==> config.mk <==
export PLATFORM = sky130hd
export DESIGN_NAME = fifo_sched
export DESIGN_NICKNAME = d
export VERILOG_FILES = /design/src/rtl/fifo_sched.sv
export SDC_FILE = /design/constraint.sdc
export NUM_CORES = 1
export LEC_CHECK = 0
export ABC_AREA = 1
export BUFFER_PORTS_ARGS = -buffer_cell sky130_fd_sc_hd__buf_4
export CAP_MARGIN = 20
export CORE_ASPECT_RATIO = 1.75
export CORE_UTILIZATION = 41
export CTS_BUF_LIST = sky130_fd_sc_hd__clkbuf_4
export DETAILED_ROUTE_END_ITERATION = 16
export PLACE_DENSITY = 0.76
export SYNTH_ARGS = -nofsm -noshare
export SYNTH_HDL_FRONTEND = slang
export SYNTH_SLANG_ARGS = --single-unit
==> constraint.sdc <==
create_clock -name clk -period 2.95 [get_ports clk]
set_clock_uncertainty 0.2 [all_clocks]
set_input_delay 0.1475 -clock clk [delete_from_list [all_inputs] [get_ports clk]]
set_output_delay 0.1475 -clock clk [all_outputs]
set_load 0.005 [all_outputs]
==> src/rtl/fifo_sched.sv <==
// rtl/fifo_sched.sv - packet scheduler draining NUM_PRI FWFT queues into one stream
module fifo_sched #(
  parameter int DATA_WIDTH = 16,
  parameter int NUM_PRI    = 8,
  parameter int TIMEOUT    = 64
) (
  input  logic                          clk,
  input  logic                          rst,
  input  logic [NUM_PRI-1:0]            q_ready,
  input  logic [NUM_PRI-1:0]            q_vld,
  input  logic [NUM_PRI-1:0]            q_sop,
  input  logic [NUM_PRI-1:0]            q_eop,
  input  logic [NUM_PRI*DATA_WIDTH-1:0] q_data,
  output logic [NUM_PRI-1:0]            q_next_data,
  input  logic [NUM_PRI-1:0]            cfg_en,
  input  logic                          cfg_rr,
  input  logic                          out_rdy,
  output logic                          out_sop,
  output logic                          out_eop,
  output logic                          out_vld,
  output logic [DATA_WIDTH-1:0]         out_data,
  output logic [$clog2(NUM_PRI)-1:0]    out_pri,
  output logic                          busy,
  output logic                          err,
  output logic [15:0]                   pkt_cnt
);

  localparam int PW = $clog2(NUM_PRI);
  localparam int CW = $clog2(TIMEOUT + 1);

  typedef enum logic [1:0] {IDLE, GRANT, XFER, DONE} state_t;

  state_t                state_q, state_d;
  logic [PW-1:0]         sel_q, sel_d;
  logic [PW-1:0]         last_q, last_d;
  logic [CW-1:0]         idle_q, idle_d;
  logic [15:0]           pkt_q, pkt_d;
  logic                  out_vld_q, out_vld_d;
  logic                  out_sop_q, out_sop_d;
  logic                  out_eop_q, out_eop_d;
  logic [DATA_WIDTH-1:0] out_data_q, out_data_d;
  logic                  err_q, err_d;

  logic [NUM_PRI-1:0]    elig;
  logic [PW-1:0]         win;
  logic                  vld_sel, sop_sel, eop_sel;
  logic [DATA_WIDTH-1:0] data_sel;
  logic                  pop;
  logic                  timeout_hit;

  assign elig     = q_ready & cfg_en;
  assign vld_sel  = q_vld[sel_q];
  assign sop_sel  = q_sop[sel_q];
  assign eop_sel  = q_eop[sel_q];
  assign data_sel = q_data[sel_q*DATA_WIDTH +: DATA_WIDTH];

  // A word is popped on every XFER cycle where the latched queue presents one;
  // reset gates it so the reset edge itself never consumes a word.
  assign pop         = (state_q == XFER) && vld_sel && rst;
  assign timeout_hit = (state_q == XFER) && !vld_sel && (idle_q == CW'(TIMEOUT - 1));

  // Arbiter: lowest eligible index, or first eligible after last served when round robin
  always_comb begin
    int  idx;
    logic found;
    win   = '0;
    found = 1'b0;
    idx   = 0;
    if (cfg_rr) begin
      for (int k = 1; k <= NUM_PRI; k++) begin
        idx = int'(last_q) + k;
        if (idx >= NUM_PRI) idx = idx - NUM_PRI;
        if (!found && elig[idx]) begin
          win   = PW'(idx);
          found = 1'b1;
        end
      end
    end else begin
      for (int i = NUM_PRI - 1; i >= 0; i--) begin
        if (elig[i]) win = PW'(i);
      end
    end
  end

  // State and datapath registers with synchronous active-low reset
  always_ff @(posedge clk) begin
    if (!rst) begin
      state_q    <= IDLE;
      sel_q      <= '0;
      last_q     <= PW'(NUM_PRI - 1);
      idle_q     <= '0;
      pkt_q      <= '0;
      out_vld_q  <= 1'b0;
      out_sop_q  <= 1'b0;
      out_eop_q  <= 1'b0;
      out_data_q <= '0;
      err_q      <= 1'b0;
    end else begin
      state_q    <= state_d;
      sel_q      <= sel_d;
      last_q     <= last_d;
      idle_q     <= idle_d;
      pkt_q      <= pkt_d;
      out_vld_q  <= out_vld_d;
      out_sop_q  <= out_sop_d;
      out_eop_q  <= out_eop_d;
      out_data_q <= out_data_d;
      err_q      <= err_d;
    end
  end

  // Next-state logic
  always_comb begin
    state_d = state_q;
    case (state_q)
      IDLE:    if (out_rdy && (|elig)) state_d = GRANT;
      GRANT:   state_d = XFER;
      XFER: begin
        if (pop && eop_sel)   state_d = DONE;
        else if (timeout_hit) state_d = IDLE;
      end
      DONE:    state_d = IDLE;
      default: state_d = IDLE;
    endcase
  end

  // Datapath next values: grant latch, RR pointer, idle timer, counter, output word
  always_comb begin
    sel_d      = sel_q;
    last_d     = last_q;
    idle_d     = '0;
    pkt_d      = pkt_q;
    out_vld_d  = pop | timeout_hit;
    out_sop_d  = pop & sop_sel;
    out_eop_d  = pop ? eop_sel : timeout_hit;
    out_data_d = pop ? data_sel : '0;
    err_d      = timeout_hit;
    if (state_q == IDLE && state_d == GRANT) sel_d = win;
    if (state_q == DONE) begin
      last_d = sel_q;
      pkt_d  = pkt_q + 16'd1;
    end
    if (state_q == XFER && !vld_sel && !timeout_hit) idle_d = idle_q + CW'(1);
  end

  // Output logic: pop strobe only toward the latched queue during XFER
  always_comb begin
    q_next_data = '0;
    if (pop) q_next_data[sel_q] = 1'b1;
    busy = (state_q != IDLE);
  end

  assign out_vld  = out_vld_q;
  assign out_sop  = out_sop_q;
  assign out_eop  = out_eop_q;
  assign out_data = out_data_q;
  assign out_pri  = sel_q;
  assign err      = err_q;
  assign pkt_cnt  = pkt_q;

endmodule
* Yosys cells after proc, flatten, opt, wreduce, memory -nomap -nowiden *
Index checks and enable logic that the tools add are counted.

storage, ports and cells
  logic and storage cells = 170
  output and inout port bits = 48
  flip-flop bits (word level) = 51

cells by class
  add/subtract/negate cells = 18
  shifts and indexed selects = 1
  order comparisons = 18
  reductions and logical operators = 30
  muxes and demuxes = 85
  bitwise gates (word level) = 3
  equal/unequal tests = 5

operator list
  kind                                                                    number
  32-bit 2-to-1 mux                                                       16
  32-bit by 5-bit < comparator with 1-bit output (second input constant)  8
  128-bit by 8-bit indexed part select with 16-bit output                 1
  3-bit 2-to-1 mux                                                        17
  1-bit 2-to-1 mux                                                        35
  4-bit by 4-bit subtractor with 5-bit output (second input constant)     7
  1-bit binary-select mux with 3-bit select                               11
  4-bit >= comparator (second input constant)                             7
  16-bit by 1-bit adder with 16-bit output (second input constant)        1
  3-bit by 3-bit adder with 4-bit output (second input constant)          4
  1-bit logical AND                                                       16
  1-bit zero test                                                         9
  3-bit by 2-bit adder with 4-bit output (second input constant)          2
  8-bit bitwise AND                                                       1
  8-bit 2-to-1 mux                                                        1
  2-bit case mux with 4 select lines                                      1
  8-bit OR reduction                                                      1
  7-bit by 1-bit adder with 7-bit output (second input constant)          1
  7-bit by 6-bit equality test with 1-bit output (second input constant)  1
  2-bit 2-to-1 mux                                                        3
  5-bit by 4-bit subtractor with 6-bit output (second input constant)     1
  3-bit by 4-bit adder with 5-bit output (second input constant)          1
  5-bit by 4-bit >= comparator with 1-bit output (second input constant)  1
  3-bit by 1-bit adder with 4-bit output (second input constant)          1
  other kinds (10)                                                        13

* Longest topological paths before layout *
  depth in word-level cells = 37
  mapped depth = 18
  depth with buffers taken out = 16

* Worst setup path after synthesis *
Ideal clock, no wire load.

  path kind = register to register
  start point = reg last_q[1]
  end point = reg sel_q[0] (netlist: out_pri[0])
  buffers on the path = 2
  stages on the path, launching flop included = 18
  slack = 0.557 ns
  arrival = 2.127 ns
  required time = 2.684 ns
  cells stage by stage = dfxtp_1 -> buf_6 -> inv_4 -> ha_1 -> buf_2 -> clkinv_2 -> nand3_1 -> nand2_1 -> nand2_1 -> nand2_2 -> nand2_4 -> nor2_8 -> nand3_4 -> nor2_4 -> nand2_1 -> nand4_1 -> nand3_2 -> a21oi_2

on the way
  cells in the longest elaborated chain, start to end = 37

RTL lines
  item                                                                                       RTL line  RTL
  from (decl)                                                                                35        logic [PW-1:0] last_q, last_d;
  from (signal assigned)                                                                     90        last_q <= PW'(NUM_PRI - 1);
  from (signal assigned)                                                                     101       last_q <= last_d;
  3-bit by 1-bit adder with 4-bit output                                                     71        idx = int'(last_q) + k;
  4-bit by 4-bit subtractor with 5-bit output / 4-bit >= comparator (equally long branches)  72        if (idx >= NUM_PRI) idx = idx - NUM_PRI;
  32-bit 2-to-1 mux                                                                          72
  32-bit 2-to-1 mux                                                                          69        if (cfg_rr) begin
  1-bit binary-select mux with 3-bit select                                                  73        if (!found && elig[idx]) begin
  1-bit 2-to-1 mux (implied by the code) (2 in a row)                                        73
  1-bit 2-to-1 mux                                                                           73
  1-bit 2-to-1 mux                                                                           69
  [... 20 more ...]                                                                          -
  1-bit zero test                                                                            73
  1-bit logical AND                                                                          73
  1-bit 2-to-1 mux                                                                           73
  1-bit 2-to-1 mux                                                                           69
  1-bit zero test                                                                            73
  1-bit logical AND                                                                          73
  3-bit 2-to-1 mux (*)                                                                       73
  3-bit 2-to-1 mux (*)                                                                       69
  to (signal assigned)                                                                       100       sel_q <= sel_d;
  to (decl)                                                                                  34        logic [PW-1:0] sel_q, sel_d;

Mark *: on every way between the ends. The rest lies on a longest branch, timed or not. The select of a mux whose other input is x is not followed.
A chain may end at the register's enable or synchronous reset.

* Worst setup path in the final report *
  start point = reg sel_q[0] (netlist: out_pri[0])
  end point = reg idle_q[2]

on the way
  cells in the longest elaborated chain, start to end = 8

RTL lines
  item                                           RTL line  RTL
  1-bit binary-select mux with 3-bit select (*)  52        assign vld_sel = q_vld[sel_q];
  1-bit 2-to-1 mux (implied by the code) (*)     52
  1-bit zero test (*)                            60, 143
  1-bit logical AND (*)                          60, 143
  1-bit logical AND                              60        assign timeout_hit = (state_q == XFER) && !vld_sel && (idle_q == CW'(TIMEOUT - 1));
  1-bit zero test                                143       if (state_q == XFER && !vld_sel && !timeout_hit) idle_d = idle_q + CW'(1);
  1-bit logical AND (*)                          143
  2-bit AND reduction (no line) (*)              -
  to (signal assigned)                           102       idle_q <= idle_d;
  to (decl)                                      36        logic [CW-1:0] idle_q, idle_d;

Marks and branches as above.

==> run summary <==
Clock tree
- **clock slew at reported path FFs** 0.17 ns
- **clock latency on the worst-skew pair** 0.40 ns
- **CTS sink cnt** 51
- **buffer cell driving the clock tree root** sky130_fd_sc_hd__clkbuf_4
- **H-tree depth reported by CTS** 2
- **number of buffers between clock root and the deepest sink** 2
- **TritonCTS clock tree** built
- **number of buffers inserted by post-CTS setup repair** 0
- **CTS buffer count** 5

Floorplan
- **horizontal die dimension** 74.14 um
- **I/O pin cnt** 220
- **vertical die dimension** 128.2 um
- **initial core utilization** 42.78%
- **core box area** 0.008727 mm^2
- **total number of placement rows** 45
- **area of the die** 0.009507 mm^2

GRT
- **first-pass GRT wire length** 27820 um
- **number of global-route vias before repair** 5539
- **Tot GR Track Use** 40.24%
- **number of antenna violations at the first check in global routing** 1
- **largest net degree at the start of global routing** 27
- **total congestion overflow after global routing** 0

Timing
- **clock period minus worst slack** 2.756 ns
- **number of setup violations in the final report** 0
- **setup repair after global routing missed its margin** false
- **worst hold slack** 0.02344 ns
- **final worst-path setup slack** 0.1936 ns
- **post-route fraction of the period consumed by the critical path** 93.44%
- **Highest Clock Rate** 362.8 MHz
- **summed negative setup slack over all endpoints** 0 ns
- **Slew headroom** 50.58%
- **final count of pins violating max slew** 0
- **total count of hold-check failures in the final report** 0
- **slew at the pin closest to its max-slew limit** 0.7345 ns

Power
- **standby leakage power** 0.002879 uW
- **relative contribution of combinational cells to total power** 43.8%
- **Sw Pwr** 693.9 uW
- **internal power component** 1213 uW
- **proportion of power drawn by the clock network** 17.9%
- **sequential share of power** 38.4%
- **worst supply voltage drop on vdd** 275.6 uV
- **pwr/cell area** 305.1 mW/mm^2
- **Net Sw Frac** 36.38%

Flow run
- **Max-Cap Viols** 0

Setup path
- **Register-to-Register Setup Slack** 0.19 ns
- **number of cell instances on the worst register-to-register path** 10
- **element type at the critical path start** flop
- **Crit Path Category** flop to flop
- **critical register-to-register path startpoint** out_pri[0]
- **required time of the critical path** 3.10 ns
- **largest fanout on the critical path** 9
- **CP arrival** 2.91 ns
- **sort of element at the end of the critical path** flop
- **RR Endpoint** idle_q[2]
- **Worst setup startpoint** out_pri[0]

Logic synthesis
- **Yosys reg bits** 51
- **Syn Std Cell Area** 0.003734 mm^2
- **sequential-to-total area share from yosys stat** 27.35%
- **number of enable flip-flop cells after synthesis** 0
- **synthesized netlist net count** 711
- **Async S/R FF share, synth** 0%
- **number of warnings printed during yosys synthesis** 0
- **Mean Syn Cell Area** 6.979 um^2
- **count of mapped cells out of synthesis** 535
- **Primary FF master, synth** sky130_fd_sc_hd__dfxtp_1
- **distinct cell type count of the synthesized netlist** 47

Route
- **count of nets left with antenna violations after detail routing** 0
- **Detailed Routing Iterations Pass 1** 5
- **number of DRC violations after detailed-routing iteration 0** 332
- **average routed wire per standard cell** 19.93 um
- **final wirelength** 18780 um
- **vias per cell** 5.722
- **count of vias placed by the detailed router** 5390
- **DRC errors left** 0

Place
- **final weighted congestion of routability-driven global placement** 1.040
- **instance area after placement** 0.005461 mm^2
- **post-DP HPWL** 13580 um
- **IO Port Bufs** 219
- **pre-CTS setup slack** 0.4627 ns

Final layout
- **count of filler cells inserted in the layout** 694
- **final design area excluding fillers** 0.006252 mm^2
- **most frequent cells in the layout** 229 x sky130_fd_sc_hd__buf_4, 120 x sky130_fd_sc_hd__nand2_1, 72 x sky130_fd_sc_hd__dlygate4sd3_1, 53 x sky130_fd_sc_hd__inv_1, 48 x sky130_fd_sc_hd__dfxtp_1
- **leading cell type in the layout, fill and taps excluded** sky130_fd_sc_hd__buf_4
- **relative area change from synthesis to final layout** 67.46%
- **share of cells above drive strength 1** 35.44%
- **number of nets at the end of the flow** 999

Min path
- **endpoint of the worst hold-timing path** out_eop
- **count of cells along the worst hold path** 5
- **beginning of the worst hold path** q_eop[0]
- **hold crit path type** input pin to flop

Status
- **outcome** finished, final reports clean

==> registers in the layout, indices dropped and copies added, names as in the netlist <==
name,cells
out_sop,1
out_eop,1
state_q,2
last_q,3
out_pri,3
pkt_cnt,16
out_data,16
out_vld,1
err,1
idle_q,7
==> worst max-delay path, cell delays in order, from the launching register on <==
cell and delay [ns]:
sky130_fd_sc_hd__dfxtp_2 0.51, sky130_fd_sc_hd__inv_2 0.09, sky130_fd_sc_hd__nand3_1 0.16, sky130_fd_sc_hd__inv_2 0.12, sky130_fd_sc_hd__a22o_1 0.20, sky130_fd_sc_hd__a221oi_2 0.19, sky130_fd_sc_hd__nand2_2 0.13, sky130_fd_sc_hd__dlygate4sd3_1 0.63
sky130_fd_sc_hd__nor3_4 0.17, sky130_fd_sc_hd__nand2_2 0.13, sky130_fd_sc_hd__nor3b_2 0.17
==> metal layers <==
metal	global-route usage (%)	vias to the layer above	wire, um
met3	14.70	119	1848
li1	-	2442	-
met4	34.73	0	1728
met5	0	-	0
met1	32.46	2466	5644
met2	72.46	363	9556
==> synthesized netlist by cell type (2+ instances only) <==
cell type | count | area (um^2)
sky130_fd_sc_hd__buf_6 | 5 | 56.30
sky130_fd_sc_hd__nor3_2 | 6 | 60.06
sky130_fd_sc_hd__nor4_1 | 3 | 18.77
sky130_fd_sc_hd__dfxtp_1 | 51 | 1021
sky130_fd_sc_hd__nand4_1 | 7 | 43.79
sky130_fd_sc_hd__a41oi_2 | 5 | 81.33
sky130_fd_sc_hd__clkbuf_1 | 8 | 30.03
sky130_fd_sc_hd__buf_4 | 3 | 22.52
sky130_fd_sc_hd__o21ai_1 | 3 | 15.01
sky130_fd_sc_hd__inv_2 | 10 | 37.54
sky130_fd_sc_hd__a31oi_1 | 5 | 31.28
sky130_fd_sc_hd__a41oi_1 | 6 | 52.55
sky130_fd_sc_hd__nand2_2 | 6 | 37.54
sky130_fd_sc_hd__buf_2 | 3 | 15.01
sky130_fd_sc_hd__a221oi_1 | 18 | 157.7
sky130_fd_sc_hd__nand3_4 | 2 | 35.03
sky130_fd_sc_hd__a22o_1 | 11 | 96.34
sky130_fd_sc_hd__a22oi_1 | 20 | 150.1
sky130_fd_sc_hd__xnor2_2 | 2 | 32.53
sky130_fd_sc_hd__nand3_1 | 47 | 235.2
sky130_fd_sc_hd__o21ai_0 | 28 | 140.1
sky130_fd_sc_hd__ha_1 | 4 | 50.05
sky130_fd_sc_hd__xor2_1 | 2 | 17.52
sky130_fd_sc_hd__nand3_2 | 8 | 80.08
sky130_fd_sc_hd__a21oi_1 | 23 | 115.1
sky130_fd_sc_hd__o22ai_1 | 3 | 18.77
sky130_fd_sc_hd__nand2_1 | 120 | 450.4
sky130_fd_sc_hd__nor2_1 | 43 | 161.4
sky130_fd_sc_hd__nor3_1 | 10 | 50.05
sky130_fd_sc_hd__a221oi_2 | 2 | 30.03
sky130_fd_sc_hd__a21oi_2 | 3 | 26.28
sky130_fd_sc_hd__inv_1 | 53 | 198.9
==> area by class of cell <==
| cell class | count | area [um^2] | share of cell area [%] |
|---|---|---|---|
| antenna | 1 | 2.502 | 0.04002 |
| clock buffer | 5 | 37.54 | 0.6004 |
| clock inverter | 3 | 20.02 | 0.3202 |
| inverter | 66 | 251.5 | 4.022 |
| multi-input combinational | 398 | 2330 | 37.26 |
| sequential | 51 | 1025 | 16.39 |
| tap | 117 | 146.4 | 2.341 |
| timing repair buffer | 301 | 2440 | 39.02 |
==> metrics by stage <==
step | total power [uW] | util (%) | cells
after global routing | 1990 | 71.64 | 942
after CTS | 1864 | 71.50 | 941
final | 1907 | 71.64 | 942
after global placement | 1416 | 62.58 | 861
after detailed placement | 1424 | 62.58 | 861
after floorplan | 1107 | - | 535
==> power by group through the flow <==
stage | registers, uW | clock network, uW | logic, uW
global route | 736 | 364 | 890
finish | 732 | 341 | 835
detailed placement | 744 | 0 | 679
CTS | 729 | 340 | 794
global placement | 743 | 0 | 673
floorplan | 729 | 0 | 377
==> logic make-up (layout without fill, tap and decap cells) <==
logic type	count (synthesis)	in the layout	synth area share, %
AO/OA/AOI/OAI	130	130	25.13
XOR/XNOR	5	5	2.078
adder cells (fa/ha/maj)	4	4	1.341
buffers and inverters	86	375	10.42
flip-flops	51	51	27.35
other	0	1	0
AND/OR/NAND/NOR	259	259	33.68
==> timing repair <==
item                       CTS  global route
hold buffers                72             0
setup endpoints to repair    0            26
hold endpoints to repair    36             0
gates resized for setup      0             4
==> how the worst max path moves through the flow <==
stage	end	slack, ns
2_1_floorplan	out_pri[0]	0.56
4_1_cts	idle_q[2]	0.08
3_3_place_gp	out_pri[1]	0.51
5_1_grt	idle_q[2]	0.003
6_report	idle_q[2]	0.19
3_5_place_dp	out_pri[0]	0.46
Note: power is estimated with default switching activity, not from simulation.
